===== src/rtl/layer_argmax_if.sv =====
// rtl/layer_argmax_if.sv - Avalon-MM master bus plus ready/done handshake for layer_argmax
//
// Purpose : bundles the SDRAM-side Avalon-MM signals and the sequencer-side
//           ready/done handshake of the argmax stage into one port.
// Signals :
//   waitrequest   slave -> master  slave stall, command held while high
//   readdatavalid slave -> master  read data strobe
//   readdata      slave -> master  16-bit signed score
//   read_n        master -> slave  active-low read command
//   write_n       master -> slave  active-low write command
//   chipselect    master -> slave  high while any command is driven
//   address       master -> slave  byte address of the command
//   byteenable    master -> slave  2'b11 during commands, 2'b00 otherwise
//   writedata     master -> slave  result word {zero pad, class_idx}
//   ready         sequencer -> master  start request (level)
//   done          master -> sequencer  run complete, held until ready drops
//   class_idx     master -> sequencer  winning index
//   max_val       master -> sequencer  winning score
interface layer_argmax_if #(
  parameter int IDX_W = 4
) ();
  logic             waitrequest;
  logic             readdatavalid;
  logic [15:0]      readdata;
  logic             read_n;
  logic             write_n;
  logic             chipselect;
  logic [31:0]      address;
  logic [1:0]       byteenable;
  logic [15:0]      writedata;
  logic             ready;
  logic             done;
  logic [IDX_W-1:0] class_idx;
  logic [15:0]      max_val;

  modport master (
    input  waitrequest, readdatavalid, readdata, ready,
    output read_n, write_n, chipselect, address, byteenable, writedata,
    output done, class_idx, max_val
  );

  modport slave (
    output waitrequest, readdatavalid, readdata, ready,
    input  read_n, write_n, chipselect, address, byteenable, writedata,
    input  done, class_idx, max_val
  );
endinterface


===== src/rtl/layer_argmax.sv =====
// rtl/layer_argmax.sv - argmax over N_OUT signed scores read from SDRAM, index written back
//
// Purpose : after the final layer, reads N_OUT signed 16-bit scores starting at
//           SRC_BASE, tracks the maximum (lowest index wins ties), writes the
//           winning index to DST_ADDR and raises done.
// Ports   :
//   clk    in  system clock, rising edge
//   reset  in  synchronous active-high reset
//   bus    layer_argmax_if.master  Avalon-MM master + ready/done handshake
module layer_argmax #(
  parameter int          N_OUT    = 10,
  parameter int          IDX_W    = 4,
  parameter logic [31:0] SRC_BASE = 32'h0008_0000,
  parameter logic [31:0] DST_ADDR = 32'h0008_0100
) (
  input logic            clk,
  input logic            reset,
  layer_argmax_if.master bus
);

  typedef enum logic [2:0] {
    S_IDLE    = 3'd0,
    S_RD_REQ  = 3'd1,
    S_RD_WAIT = 3'd2,
    S_WR      = 3'd3,
    S_DONE    = 3'd4
  } state_t;

  localparam logic [IDX_W-1:0] LAST_IDX = IDX_W'(N_OUT - 1);

  state_t           r_state;
  logic [IDX_W-1:0] r_idx;
  logic [IDX_W-1:0] r_class_idx;
  logic [15:0]      r_max_val;
  logic             r_read_n;
  logic             r_write_n;
  logic             r_chipselect;
  logic [31:0]      r_address;
  logic [1:0]       r_byteenable;
  logic [15:0]      r_writedata;
  logic             r_done;

  state_t           w_state_nxt;
  logic [IDX_W-1:0] w_idx_nxt;
  logic [IDX_W-1:0] w_class_nxt;
  logic [15:0]      w_max_nxt;
  logic             w_read_n_nxt;
  logic             w_write_n_nxt;
  logic             w_cs_nxt;
  logic [31:0]      w_address_nxt;
  logic [1:0]       w_be_nxt;
  logic [15:0]      w_wdata_nxt;
  logic             w_done_nxt;
  logic             w_take;

  // Next-state and datapath. Bus outputs are registered and derived from the
  // next state, so a stalled command (waitrequest=1) keeps state and idx and
  // therefore reproduces exactly the same command values every cycle.
  always_comb begin
    w_state_nxt = r_state;
    w_idx_nxt   = r_idx;
    w_class_nxt = r_class_idx;
    w_max_nxt   = r_max_val;
    w_take      = 1'b0;

    case (r_state)
      S_IDLE: begin
        if (bus.ready) begin
          w_state_nxt = S_RD_REQ;
          w_idx_nxt   = '0;
          w_class_nxt = '0;
          w_max_nxt   = '0;
        end
      end
      S_RD_REQ: begin
        if (!bus.waitrequest) begin
          w_state_nxt = S_RD_WAIT;
        end
      end
      S_RD_WAIT: begin
        // readdatavalid is only meaningful here; anywhere else it is ignored.
        if (bus.readdatavalid) begin
          // Element 0 seeds the running maximum; strict > keeps the lowest
          // index on ties.
          w_take = (r_idx == '0) || ($signed(bus.readdata) > $signed(r_max_val));
          if (w_take) begin
            w_max_nxt   = bus.readdata;
            w_class_nxt = r_idx;
          end
          if (r_idx == LAST_IDX) begin
            w_state_nxt = S_WR;
          end else begin
            w_idx_nxt   = r_idx + IDX_W'(1);
            w_state_nxt = S_RD_REQ;
          end
        end
      end
      S_WR: begin
        if (!bus.waitrequest) begin
          w_state_nxt = S_DONE;
        end
      end
      S_DONE: begin
        // No auto-restart: the sequencer must drop ready before a new run.
        if (!bus.ready) begin
          w_state_nxt = S_IDLE;
        end
      end
      default: begin
        w_state_nxt = S_IDLE;
      end
    endcase

    w_read_n_nxt  = (w_state_nxt != S_RD_REQ);
    w_write_n_nxt = (w_state_nxt != S_WR);
    w_cs_nxt      = !w_read_n_nxt || !w_write_n_nxt;
    w_be_nxt      = w_cs_nxt ? 2'b11 : 2'b00;
    w_done_nxt    = (w_state_nxt == S_DONE);

    w_address_nxt = 32'h0;
    w_wdata_nxt   = 16'h0;
    if (w_state_nxt == S_RD_REQ) begin
      w_address_nxt = SRC_BASE + (32'(w_idx_nxt) << 1);
    end else if (w_state_nxt == S_WR) begin
      w_address_nxt = DST_ADDR;
      w_wdata_nxt   = 16'(w_class_nxt);
    end
  end

  always_ff @(posedge clk) begin
    if (reset) begin
      r_state      <= S_IDLE;
      r_idx        <= '0;
      r_class_idx  <= '0;
      r_max_val    <= 16'h0;
      r_read_n     <= 1'b1;
      r_write_n    <= 1'b1;
      r_chipselect <= 1'b0;
      r_address    <= 32'h0;
      r_byteenable <= 2'b00;
      r_writedata  <= 16'h0;
      r_done       <= 1'b0;
    end else begin
      r_state      <= w_state_nxt;
      r_idx        <= w_idx_nxt;
      r_class_idx  <= w_class_nxt;
      r_max_val    <= w_max_nxt;
      r_read_n     <= w_read_n_nxt;
      r_write_n    <= w_write_n_nxt;
      r_chipselect <= w_cs_nxt;
      r_address    <= w_address_nxt;
      r_byteenable <= w_be_nxt;
      r_writedata  <= w_wdata_nxt;
      r_done       <= w_done_nxt;
    end
  end

  assign bus.read_n     = r_read_n;
  assign bus.write_n    = r_write_n;
  assign bus.chipselect = r_chipselect;
  assign bus.address    = r_address;
  assign bus.byteenable = r_byteenable;
  assign bus.writedata  = r_writedata;
  assign bus.done       = r_done;
  assign bus.class_idx  = r_class_idx;
  assign bus.max_val    = r_max_val;

endmodule

===== src/flat_wrapper.sv =====
// flat-port wrapper written by rule: the top's interface ports become plain ports
module layer_argmax_flat 
#(
  parameter int          N_OUT    = 10,
  parameter int          IDX_W    = 4,
  parameter logic [31:0] SRC_BASE = 32'h0008_0000,
  parameter logic [31:0] DST_ADDR = 32'h0008_0100
)
  (clk, reset, bus_waitrequest, bus_readdatavalid, bus_readdata, bus_ready, bus_read_n, bus_write_n, bus_chipselect, bus_address, bus_byteenable, bus_writedata, bus_done, bus_class_idx, bus_max_val);
  layer_argmax_if #(.IDX_W(IDX_W)) bus_i ();
  input logic clk;
  input logic reset;
  input wire logic [$bits(bus_i.waitrequest)-1:0] bus_waitrequest;
  input wire logic [$bits(bus_i.readdatavalid)-1:0] bus_readdatavalid;
  input wire logic [$bits(bus_i.readdata)-1:0] bus_readdata;
  input wire logic [$bits(bus_i.ready)-1:0] bus_ready;
  output wire logic [$bits(bus_i.read_n)-1:0] bus_read_n;
  output wire logic [$bits(bus_i.write_n)-1:0] bus_write_n;
  output wire logic [$bits(bus_i.chipselect)-1:0] bus_chipselect;
  output wire logic [$bits(bus_i.address)-1:0] bus_address;
  output wire logic [$bits(bus_i.byteenable)-1:0] bus_byteenable;
  output wire logic [$bits(bus_i.writedata)-1:0] bus_writedata;
  output wire logic [$bits(bus_i.done)-1:0] bus_done;
  output wire logic [$bits(bus_i.class_idx)-1:0] bus_class_idx;
  output wire logic [$bits(bus_i.max_val)-1:0] bus_max_val;
  assign bus_i.waitrequest = bus_waitrequest;
  assign bus_i.readdatavalid = bus_readdatavalid;
  assign bus_i.readdata = bus_readdata;
  assign bus_i.ready = bus_ready;
  assign bus_read_n = bus_i.read_n;
  assign bus_write_n = bus_i.write_n;
  assign bus_chipselect = bus_i.chipselect;
  assign bus_address = bus_i.address;
  assign bus_byteenable = bus_i.byteenable;
  assign bus_writedata = bus_i.writedata;
  assign bus_done = bus_i.done;
  assign bus_class_idx = bus_i.class_idx;
  assign bus_max_val = bus_i.max_val;
  layer_argmax #(.N_OUT(N_OUT), .IDX_W(IDX_W), .SRC_BASE(SRC_BASE), .DST_ADDR(DST_ADDR)) u_core (.clk(clk), .reset(reset), .bus(bus_i));
endmodule

===== config.mk =====
export PLATFORM = sky130hd
export DESIGN_NAME = layer_argmax_flat
export DESIGN_NICKNAME = d
export VERILOG_FILES = /design/src/rtl/layer_argmax_if.sv /design/src/rtl/layer_argmax.sv /design/src/flat_wrapper.sv
export SDC_FILE = /design/constraint.sdc
export NUM_CORES = 1
export LEC_CHECK = 0
export CAP_MARGIN = 25
export CORE_MARGIN = 1
export CORE_UTILIZATION = 32
export CTS_CLUSTER_DIAMETER = 200
export DETAILED_ROUTE_END_ITERATION = 10
export GPL_ROUTABILITY_DRIVEN = 0
export GPL_TIMING_DRIVEN = 0
export MAX_ROUTING_LAYER = met4
export PLACE_DENSITY = 0.59
export SYNTH_ARGS = -nofsm -noshare
export SYNTH_HDL_FRONTEND = slang
export SYNTH_SLANG_ARGS = --single-unit

===== constraint.sdc =====
create_clock -name clk -period 3 [get_ports clk]
set_clock_uncertainty 0.2 [all_clocks]
set_input_delay 0.45 -clock clk [delete_from_list [all_inputs] [get_ports clk]]
set_output_delay 0.45 -clock clk [all_outputs]
set_load 0.05 [all_outputs]

==> metrics.csv, run 1 <==
stage,metric,value,unit
final_layout,fin area,3540,um^2
sta,Slew Limit Fails,0,
floorplanning,I/O Pins,95,
grt,first-pass GRT wire length,9280,um
final_layout,Nets,423,
route,1st-iter DRT viols,101,
min_path,Hold Path Sink,u_core.bus.max_val[0],
run,max-cap violations,0,
final_layout,Ant. Diodes,0,
placement,Area after DPL,3210,um^2
route,per-cell routed wire length,12.3,um
critical_path,CP Class,in -> reg,
power,Power Total,1370,uW
clock_network,Worst-path clk slew,0.08,ns
final_layout,Area Overhead vs Synth,49.5,%
placement,IO buf count,56,
status,status,finished clean,
clock_network,htree depth,2,
route,Vias/cell,4.57,
synthesis,top_reg_cell synth,dfxtp_1,
critical_path,CP arrival,2.80,ns
sta,Max-slew headroom,40.4,%
final_layout,share of layout cells above drive strength 1,24.7,%
route,Post-route DRC,0,
clock_network,CTS root buf,clkbuf_8,
critical_path,worst-case reg-to-reg path depth,10,
synthesis,"Seq/Total Area, Yosys",33.8,%
sta,min Tclk post-route,2.83,ns
final_layout,Fillers,732,
floorplanning,# rows,31,
placement,dpl hpwl,4340,um
floorplanning,die width,88.1,um
synthesis,Synth cell types,45,
synthesis,#FFs+latches synth,40,
sta,Slew @ Worst Pin,0.882,ns
route,Final ANT Viol Nets,0,
power,Leakage,0.00148,uW
synthesis,"FFs w/ async S/R, synth",0,%
power,Worst VDD drop,0.000235,V
sta,Max Fclk,353,MHz
critical_path,FF-to-FF End,u_core.bus.max_val[5],
sta,worst hold margin,0.252,ns
sta,"Setup violations, final",0,
min_path,worst min path class,in -> reg,
min_path,min-delay src,bus_readdata[0],
route,1st-pass router iterations,4,
synthesis,post-synthesis cell area,2370,um^2
critical_path,Critical Path Start Type,input port,
min_path,Hold Crit Depth,3,
route,Total Wirelength,5930,um
placement,dpl cells,467,
power,pwr dens,386,nW/um^2
grt,GRT Util Overall,15.7,%
critical_path,CP required,2.97,ns
clock_network,CTS tree,done,
floorplanning,Initial Util,32.9,%
grt,initial antenna violation count,0,
floorplanning,die area,7760,um^2
floorplanning,height of the die,88.1,um
synthesis,synthesized area per cell,8.62,um^2
grt,pin count of the biggest net entering global routing,15,
grt,GRT overflow,0,
critical_path,CP endpoint kind,flip-flop,
sta,Fin Setup TNS,0,ns
synthesis,Syn Inst Count,275,
critical_path,origin of the critical flop-to-flop path,u_core.bus.max_val[15],
clock_network,Clock Sinks,40,
sta,Final Hold Vio Count,0,
sta,RSZ-0062 raised after global routing,no,
critical_path,"setup slack, reg-to-reg",0.20,ns
sta,fin crit share,94.5,%
critical_path,top fanout value on the critical path,5,
grt,vias in the first global route,2036,
final_layout,Register Area,817,um^2
synthesis,Ys Warns,0,
synthesis,Post-synth EDFFs,0,
floorplanning,Core Box Area,7210,um^2
final_layout,Multi-input gate area,1340,um^2
clock_network,clk_lat worst skew,0.29,ns
route,Vias,2207,
clock_network,CTS buffer count,5,
clock_network,clk buf depth,2,
final_layout,fin cells,483,
## metal layers
metal / vias to the layer above / GRT usage (%) / share of wire, %
met3: 10 / 2.73 / 4.4
met4: 0 / 4.40 / 1.8
met2: 71 / 26.9 / 50
li1: 1110 / - / -
met5: - / - / 0
met1: 1016 / 18.9 / 43
## state kept, by name, summed over array words and instances (netlist names)
signal	flops
u_core.bus.read_n	1
u_core.bus.address	6
u_core.bus.write_n	1
u_core.r_idx	4
u_core.r_state	3
u_core.bus.writedata	4
u_core.bus.class_idx	4
u_core.bus.max_val	16
u_core.bus.done	1
## cell type report
cell class                 instances  share of cell area [%]
timing repair buffer              65                    19.1
buffer                            53                    11.3
tap                               99                    3.49
clock buffer                       5                    1.94
inverter                          20                    2.12
clock inverter                     3                    1.31
sequential                        40                    23.0
multi-input combinational        198                    37.8
## power by group
part	switching, uW	internal, uW
clock	207	251
combinational	238	127
sequential	6.46	539
## cells in the mapped netlist, drive strengths merged (2+ instances only)
cell type  instances  share of area (%)
nand2b             3               0.90
inv               20                3.2
dfxtp             40                 34
ha                19                 10
buf               48                 16
o21ai             25                5.3
nand4             22                5.8
o311ai             2               0.74
nand2              9                1.4
clkbuf             4               0.79
nor2              11                1.7
o21a               2               0.63
nor2b              6                1.6
nand3              4               0.84
nor3               2               0.42
o32ai              4                1.5
a21oi             32                6.8
## worst max-delay path by stage
stage | slack [ns] | start | endpoint | cells past startpoint
4_1_cts | 0.02 | bus_readdata[0] | u_core.bus.max_val[5] | 11
6_report | 0.17 | bus_readdata[15] | u_core.bus.max_val[5] | 10
2_1_floorplan | 0.02 | u_core.bus.max_val[3] | u_core.bus.max_val[1] | 10
3_5_place_dp | -0.50 | bus_readdata[15] | u_core.bus.max_val[5] | 11
3_3_place_gp | -0.46 | bus_readdata[15] | u_core.bus.max_val[1] | 11
5_1_grt | 0.07 | bus_readdata[1] | u_core.bus.max_val[5] | 10
## cell families after synthesis
kind of cell / count (synthesis) / share of synthesized area (%)
buffers and inverters: 74 / 20.5
AO/OA/AOI/OAI: 72 / 17.8
AND/OR/NAND/NOR: 67 / 16.9
flip-flops: 40 / 33.8
adder cells (fa/ha/maj): 19 / 10.0
other: 1 / 0.158
XOR/XNOR: 1 / 0.369
multiplexers: 1 / 0.422
## critical path, cell delays in order
cell           delay (ns)
dlygate4sd2_1        0.27
ha_4                 0.31
nand4_1              0.15
or4_4                0.52
nand3_4              0.11
a31oi_4              0.06
or4b_4               0.60
clkbuf_16            0.18
nand4_1              0.08
a21oi_1              0.07
## metrics by stage
stage / utilization (%) / setup WS [ns]
after floorplan: - / 0.0239
after global placement: 44.5 / -0.455
after detailed placement: 44.5 / -0.501
after CTS: 47.2 / 0.0192
after global routing: 49.1 / 0.0651
final: 49.1 / 0.165
## what timing repair did
| item | CTS | global route |
|---|---|---|
| cloned | 0 | 1 |
| setup buffers | 4 | 4 |
| pin swaps | 11 | 11 |
| hold buffers | 0 | 0 |
| resized for setup | 14 | 15 |
| endpoints found under the setup margin | 24 | 24 |
## layout by cell type (no fill, tap or decap), types with 12 or more instances in the layout
cell type	count
a21oi_1	32
clkdlybuf4s50_1	40
dfxtp_1	27
nand4_1	22
buf_4	50
dfxtp_2	13
o21ai_0	15
inv_1	20
ha_1	12
conb_1	38
No activity file was read; power rests on OpenSTA's default activity.
==> run 2: changes to the inputs <==
--- a/config.mk
+++ b/config.mk
@@ -5,6 +5,7 @@
 export SDC_FILE = /design/constraint.sdc
 export NUM_CORES = 1
 export LEC_CHECK = 0
+export ABC_AREA = 0
 export CAP_MARGIN = 25
 export CORE_MARGIN = 1
 export CORE_UTILIZATION = 32
@@ -13,7 +14,6 @@
 export GPL_ROUTABILITY_DRIVEN = 0
 export GPL_TIMING_DRIVEN = 0
 export MAX_ROUTING_LAYER = met4
-export PLACE_DENSITY = 0.59
 export SYNTH_ARGS = -nofsm -noshare
 export SYNTH_HDL_FRONTEND = slang
 export SYNTH_SLANG_ARGS = --single-unit
==> metrics.csv, run 2 (synthesis results as in run 1) <==
stage,metric,value,unit,change
status,status,finished clean,,
floorplanning,Initial Util,32.9,%,unchanged
run,max-cap violations,0,,unchanged
power,Worst VDD drop,0.000224,V,-4.5%
final_layout,share of layout cells above drive strength 1,25.3,%,+0.52 points
critical_path,CP arrival,2.83,ns,+0.03 ns
critical_path,origin of the critical flop-to-flop path,u_core.bus.max_val[15],,
clock_network,Post-CTS Hold Buffers,0,,unchanged
route,Vias/cell,4.53,,-0.95%
route,Post-route DRC,0,,unchanged
critical_path,CP Cell Sequence,dlygate4sd2_1 -> ha_4 -> nand4_1 -> or4_4 -> nand3_4 -> a31oi_4 -> or4b_4 -> clkbuf_16 -> nand4_1 -> a21oi_1,,
grt,GRT met2 Usage,27.5,%,+0.56 points
placement,dpl hpwl,4280,um,-1.3%
critical_path,CP Class,in -> reg,,
power,pwr dens,387,nW/um^2,+0.25%
final_layout,Ant. Diodes,0,,unchanged
clock_network,clk buf depth,2,,unchanged
route,per-cell routed wire length,12.3,um,about the same
route,Final ANT Viol Nets,0,,unchanged
critical_path,CP required,2.98,ns,about the same
route,1st-pass router iterations,5,,+1
floorplanning,Core Box Area,7210,um^2,unchanged
sta,Max Fclk,351,MHz,-0.58%
route,Vias,2186,,-0.95%
sta,Max-slew headroom,37.5,%,-2.9 points
grt,GRT overflow,0,,unchanged
critical_path,Worst path most repeated cell,nand4_1,,
sta,"Setup violations, final",0,,unchanged
power,Power Total,1370,uW,+0.43%
sta,RSZ-0062 raised after global routing,no,,
critical_path,CP endpoint kind,flip-flop,,
min_path,min-delay src,bus_readdata[12],,
final_layout,Largest register FFs,16,,unchanged
final_layout,utilization after layout,49.2,%,+0.087 points
final_layout,"commonest cells after routing, fill and taps aside","50 x buf_4, 40 x clkdlybuf4s50_1, 38 x conb_1",,
sta,Fin Setup TNS,0,ns,unchanged
critical_path,FF-to-FF End,u_core.bus.max_val[5],,
min_path,Hold Crit Depth,3,,unchanged
final_layout,Fillers,719,,-1.8%
floorplanning,die area,7760,um^2,unchanged
grt,initial antenna violation count,0,,unchanged
sta,worst hold margin,0.246,ns,-0.00626 ns
final_layout,Nets,423,,unchanged
placement,IO buf count,56,,unchanged
critical_path,worst-case reg-to-reg path depth,10,,unchanged
sta,Final Hold Vio Count,0,,unchanged
clock_network,htree depth,2,,unchanged
critical_path,"setup slack, reg-to-reg",0.18,ns,-0.02 ns
critical_path,CP max stage cell,or4b_4,,
min_path,Hold Path Sink,u_core.bus.max_val[12],,
final_layout,Area Overhead vs Synth,49.8,%,
critical_path,top fanout value on the critical path,5,,unchanged
sta,fin crit share,95.0,%,+0.55 points
floorplanning,die width,88.1,um,unchanged
floorplanning,I/O Pins,95,,unchanged
sta,Slew Limit Fails,0,,unchanged
clock_network,CTS root buf,clkbuf_8,,
final_layout,"most common cell after layout, fill and taps aside",buf_4,,
final_layout,Register Area,817,um^2,unchanged
grt,first-pass GRT wire length,9050,um,-2.5%
grt,GRT Util Overall,15.7,%,+0.020 points
floorplanning,height of the die,88.1,um,unchanged
clock_network,clk_lat worst skew,0.30,ns,about the same
floorplanning,# rows,31,,unchanged
critical_path,Critical Path Start Type,input port,,
grt,pin count of the biggest net entering global routing,15,,unchanged
grt,met1 Track Usage GR,18.1,%,-0.74 points
critical_path,slowest cell delay on critical path,0.61,ns,about the same
route,Total Wirelength,5930,um,about the same
power,Leakage,0.00148,uW,-0.35%
min_path,worst min path class,in -> reg,,
clock_network,CTS buffer count,5,,unchanged
grt,met3 Use GR,2.83,%,+0.094 points
clock_network,Clock Sinks,40,,unchanged
final_layout,Multi-input gate area,1350,um^2,+1.1%
route,1st-iter DRT viols,129,,+28%
clock_network,Worst-path clk slew,0.09,ns,about the same
grt,busiest layer in global routing,met2,,
sta,min Tclk post-route,2.85,ns,+0.0165 ns
clock_network,CTS tree,done,,
grt,vias in the first global route,2008,,-1.4%
sta,Slew @ Worst Pin,0.925,ns,+0.0427 ns
[run 2: through the flow]
step | setup slack (ns) | instances | cell area (um^2)
6_report | 0.149 | 483 | 3550
3_3_place_gp | -0.451 | 467 | 3210
3_5_place_dp | -0.459 | 467 | 3210
4_1_cts | 0.0125 | 479 | 3400
5_1_grt | 0.0516 | 483 | 3550
2_1_floorplan | 0.0239 | 312 | 2530
[run 2: critical path: cells and delay by family]
family,cells,cell delay [ns]
buffers and inverters,2,0.45
and+or+nand+nor,5,1.48
AOI/OAI and AO/OA,2,0.13
adders and majority gates,1,0.31
[run 2: what timing repair did]
item,4_1_cts,5_1_grt
gates resized for setup,13,19
pin swaps,11,13
endpoints found under the hold margin,0,0
setup buffers,5,3
endpoints found under the setup margin,18,21
gates cloned,0,1
[run 2: final cells by class]
type,instances,share of cell area (%)
Inverter,20,2.11
Multi-Input combinational cell,198,38.1
Timing Repair Buffer,65,18.7
Buffer,53,11.3
Tap cell,99,3.49
Clock inverter,3,1.30
Clock buffer,5,1.94
Sequential cell,40,23.0
[run 2: report_power, final]
group | internal [uW] | switching, uW
combinational | 126 | 239
clock | 251 | 212
sequential | 539 | 6.57
[run 2: worst max-delay path by stage]
stage,from,to,slack (ns),cells past startpoint
floorplan,u_core.bus.max_val[3],u_core.bus.max_val[1],0.02,10
global placement,bus_readdata[15],u_core.bus.max_val[5],-0.45,11
detailed placement,bus_readdata[15],u_core.bus.max_val[5],-0.46,11
CTS,bus_readdata[1],u_core.bus.class_idx[1],0.01,11
global route,bus_readdata[6],u_core.bus.max_val[1],0.05,10
finish,bus_readdata[15],u_core.bus.max_val[5],0.15,10
[run 2: routing by layer]
| layer | vias up | part of all wire, % |
|---|---|---|
| li1 | 1111 | - |
| met1 | 1007 | 44 |
| met2 | 61 | 50 |
| met3 | 7 | 4.8 |
| met4 | 0 | 1.3 |
| met5 | - | 0 |
==> run 3: changes to the inputs <==
--- a/config.mk
+++ b/config.mk
@@ -7,13 +7,14 @@
 export LEC_CHECK = 0
 export ABC_AREA = 0
 export CAP_MARGIN = 25
-export CORE_MARGIN = 1
+export CORE_MARGIN = 5
 export CORE_UTILIZATION = 32
 export CTS_CLUSTER_DIAMETER = 200
 export DETAILED_ROUTE_END_ITERATION = 10
 export GPL_ROUTABILITY_DRIVEN = 0
 export GPL_TIMING_DRIVEN = 0
 export MAX_ROUTING_LAYER = met4
+export PLACE_DENSITY = 0.6
 export SYNTH_ARGS = -nofsm -noshare
 export SYNTH_HDL_FRONTEND = slang
 export SYNTH_SLANG_ARGS = --single-unit
==> metrics.csv, run 3 (synthesis results as in run 1) <==
stage,metric,value,unit,change
final_layout,Area Overhead vs Synth,52.0,%,
floorplanning,Core Box Area,7250,um^2,+0.54%
sta,Slew Limit Fails,0,,unchanged
floorplanning,# rows,31,,unchanged
placement,Area after DPL,3210,um^2,unchanged
grt,first-pass GRT wire length,9560,um,+5.7%
clock_network,Clock Sinks,40,,unchanged
route,1st-iter DRT viols,120,,-7.0%
final_layout,utilization after layout,49.7,%,+0.46 points
power,pwr dens,386,nW/um^2,-0.37%
clock_network,Post-CTS Hold Buffers,0,,unchanged
route,Vias/cell,4.54,,+0.27%
sta,fin crit share,95.7,%,+0.66 points
sta,Max-slew headroom,35.9,%,-1.6 points
sta,worst hold margin,0.250,ns,+0.00424 ns
final_layout,Nets,427,,+0.95%
power,Worst VDD drop,0.000275,V,+23%
min_path,worst min path class,in -> reg,,
final_layout,Ant. Diodes,0,,unchanged
sta,min Tclk post-route,2.87,ns,+0.0197 ns
power,sequential share of power,39.2,%,-0.5 points
sta,"Setup violations, final",0,,unchanged
final_layout,fin area,3600,um^2,+1.5%
floorplanning,die area,9230,um^2,+19%
critical_path,CP endpoint kind,flip-flop,,
sta,Max Fclk,348,MHz,-0.69%
final_layout,Multi-input gate area,1370,um^2,+1.5%
critical_path,Critical Path Start Type,input port,,
status,status,finished clean,,
clock_network,CTS root buf,clkbuf_8,,
critical_path,CP required,2.99,ns,about the same
power,Cell Int Power,941,uW,+2.7%
route,Vias,2210,,+1.1%
grt,pin count of the biggest net entering global routing,14,,-1
placement,post-placement setup slack,-0.539,ns,-0.0800 ns
sta,RSZ-0062 raised after global routing,no,,
power,Clk pwr share,34.1,%,+0.4 points
route,1st-pass router iterations,4,,-1
floorplanning,I/O Pins,95,,unchanged
grt,GRT Util Overall,13.5,%,-2.2 points
grt,initial antenna violation count,0,,unchanged
final_layout,Largest register FFs,16,,unchanged
grt,vias in the first global route,2125,,+5.8%
route,Post-route DRC,0,,unchanged
route,per-cell routed wire length,12.9,um,+5.4%
final_layout,"commonest cells after routing, fill and taps aside","55 x buf_4, 40 x clkdlybuf4s50_1, 38 x conb_1",,
route,Total Wirelength,6310,um,+6.3%
clock_network,clk_lat worst skew,0.30,ns,about the same
power,Comb pwr share,26.7,%,about the same
clock_network,htree depth,2,,unchanged
placement,IO buf count,56,,unchanged
critical_path,CP Class,in -> reg,,
clock_network,CTS tree,done,,
final_layout,Fillers,702,,-2.4%
critical_path,CP arrival,2.86,ns,+0.03 ns
critical_path,top fanout value on the critical path,5,,unchanged
grt,GRT overflow,0,,unchanged
clock_network,clk buf depth,2,,unchanged
sta,Final Hold Vio Count,0,,unchanged
floorplanning,Initial Util,32.7,%,-0.18 points
final_layout,Register Area,817,um^2,unchanged
floorplanning,die width,96.1,um,+9.1%
sta,Slew @ Worst Pin,0.949,ns,+0.0236 ns
sta,final setup margin,0.129,ns,-0.0197 ns
clock_network,Worst-path clk slew,0.08,ns,about the same
placement,dpl hpwl,4630,um,+8.3%
power,switching pwr,449,uW,-2.0%
final_layout,share of layout cells above drive strength 1,26.5,%,+1.3 points
power,Power Total,1390,uW,+1.1%
power,Leakage,0.00150,uW,+1.8%
clock_network,CTS buffer count,5,,unchanged
final_layout,"most common cell after layout, fill and taps aside",buf_4,,
route,Final ANT Viol Nets,0,,unchanged
run,max-cap violations,0,,unchanged
power,switching share of power,32.3,%,-1.0 points
floorplanning,height of the die,96.1,um,+9.1%
[run 3: area by class of cell]
cell class	count	share of cell area [%]
Clock buffer	6	2.29
Multi-Input combinational cell	198	38.1
Timing Repair Buffer	69	19.2
Clock inverter	2	1.08
Buffer	53	11.1
Inverter	20	2.08
Tap cell	99	3.44
Sequential cell	40	22.7
[run 3: worst max-delay path, cell delays in order]
cell           delay [ns]
dlygate4sd2_1        0.28
ha_4                 0.31
nand4_1              0.16
buf_4                0.18
a2111o_1             0.40
and4_4               0.19
or4b_4               0.54
clkbuf_16            0.18
nand4_1              0.09
a21oi_1              0.07
[run 3: layer usage]
layer | global-route usage [%] | routed length, um
met1 | 15.1 | 2660
met2 | 24.0 | 3290
met3 | 2.74 | 330
met4 | 4.03 | 31
met5 | - | 0
[run 3: path summary, 6_finish.rpt]
kind                                              from                     end  slack [ns]  depth (start not counted)
worst max-delay path                  bus_readdata[15]  u_core.bus.max_val[15]        0.13                         10
worst max register to register  u_core.bus.max_val[15]  u_core.bus.max_val[15]        0.18                         10
worst min register to register   u_core.bus.max_val[9]   u_core.bus.max_val[9]        0.29                          2
worst min-delay path                  bus_readdata[12]  u_core.bus.max_val[12]        0.25                          3
[run 3: what timing repair did]
item	4_1_cts	5_1_grt
setup buffers	7	5
pin swaps	9	13
setup endpoints to repair	24	24
gates cloned	0	1
gates resized for setup	15	19
[run 3: power by group through the flow]
stage                     logic, uW  clock network, uW  registers, uW
after floorplan                 248                  0            578
after global placement          346                  0            558
after detailed placement        348                  0            558
after CTS                       356                485            546
after global routing            397                506            547
final                           370                474            545
[run 3: stage by stage]
step           instances  setup TNS, ns
2_1_floorplan        312              0
3_3_place_gp         467          -8.74
3_5_place_dp         467         -10.39
4_1_cts              481              0
5_1_grt              487              0
6_report             487              0
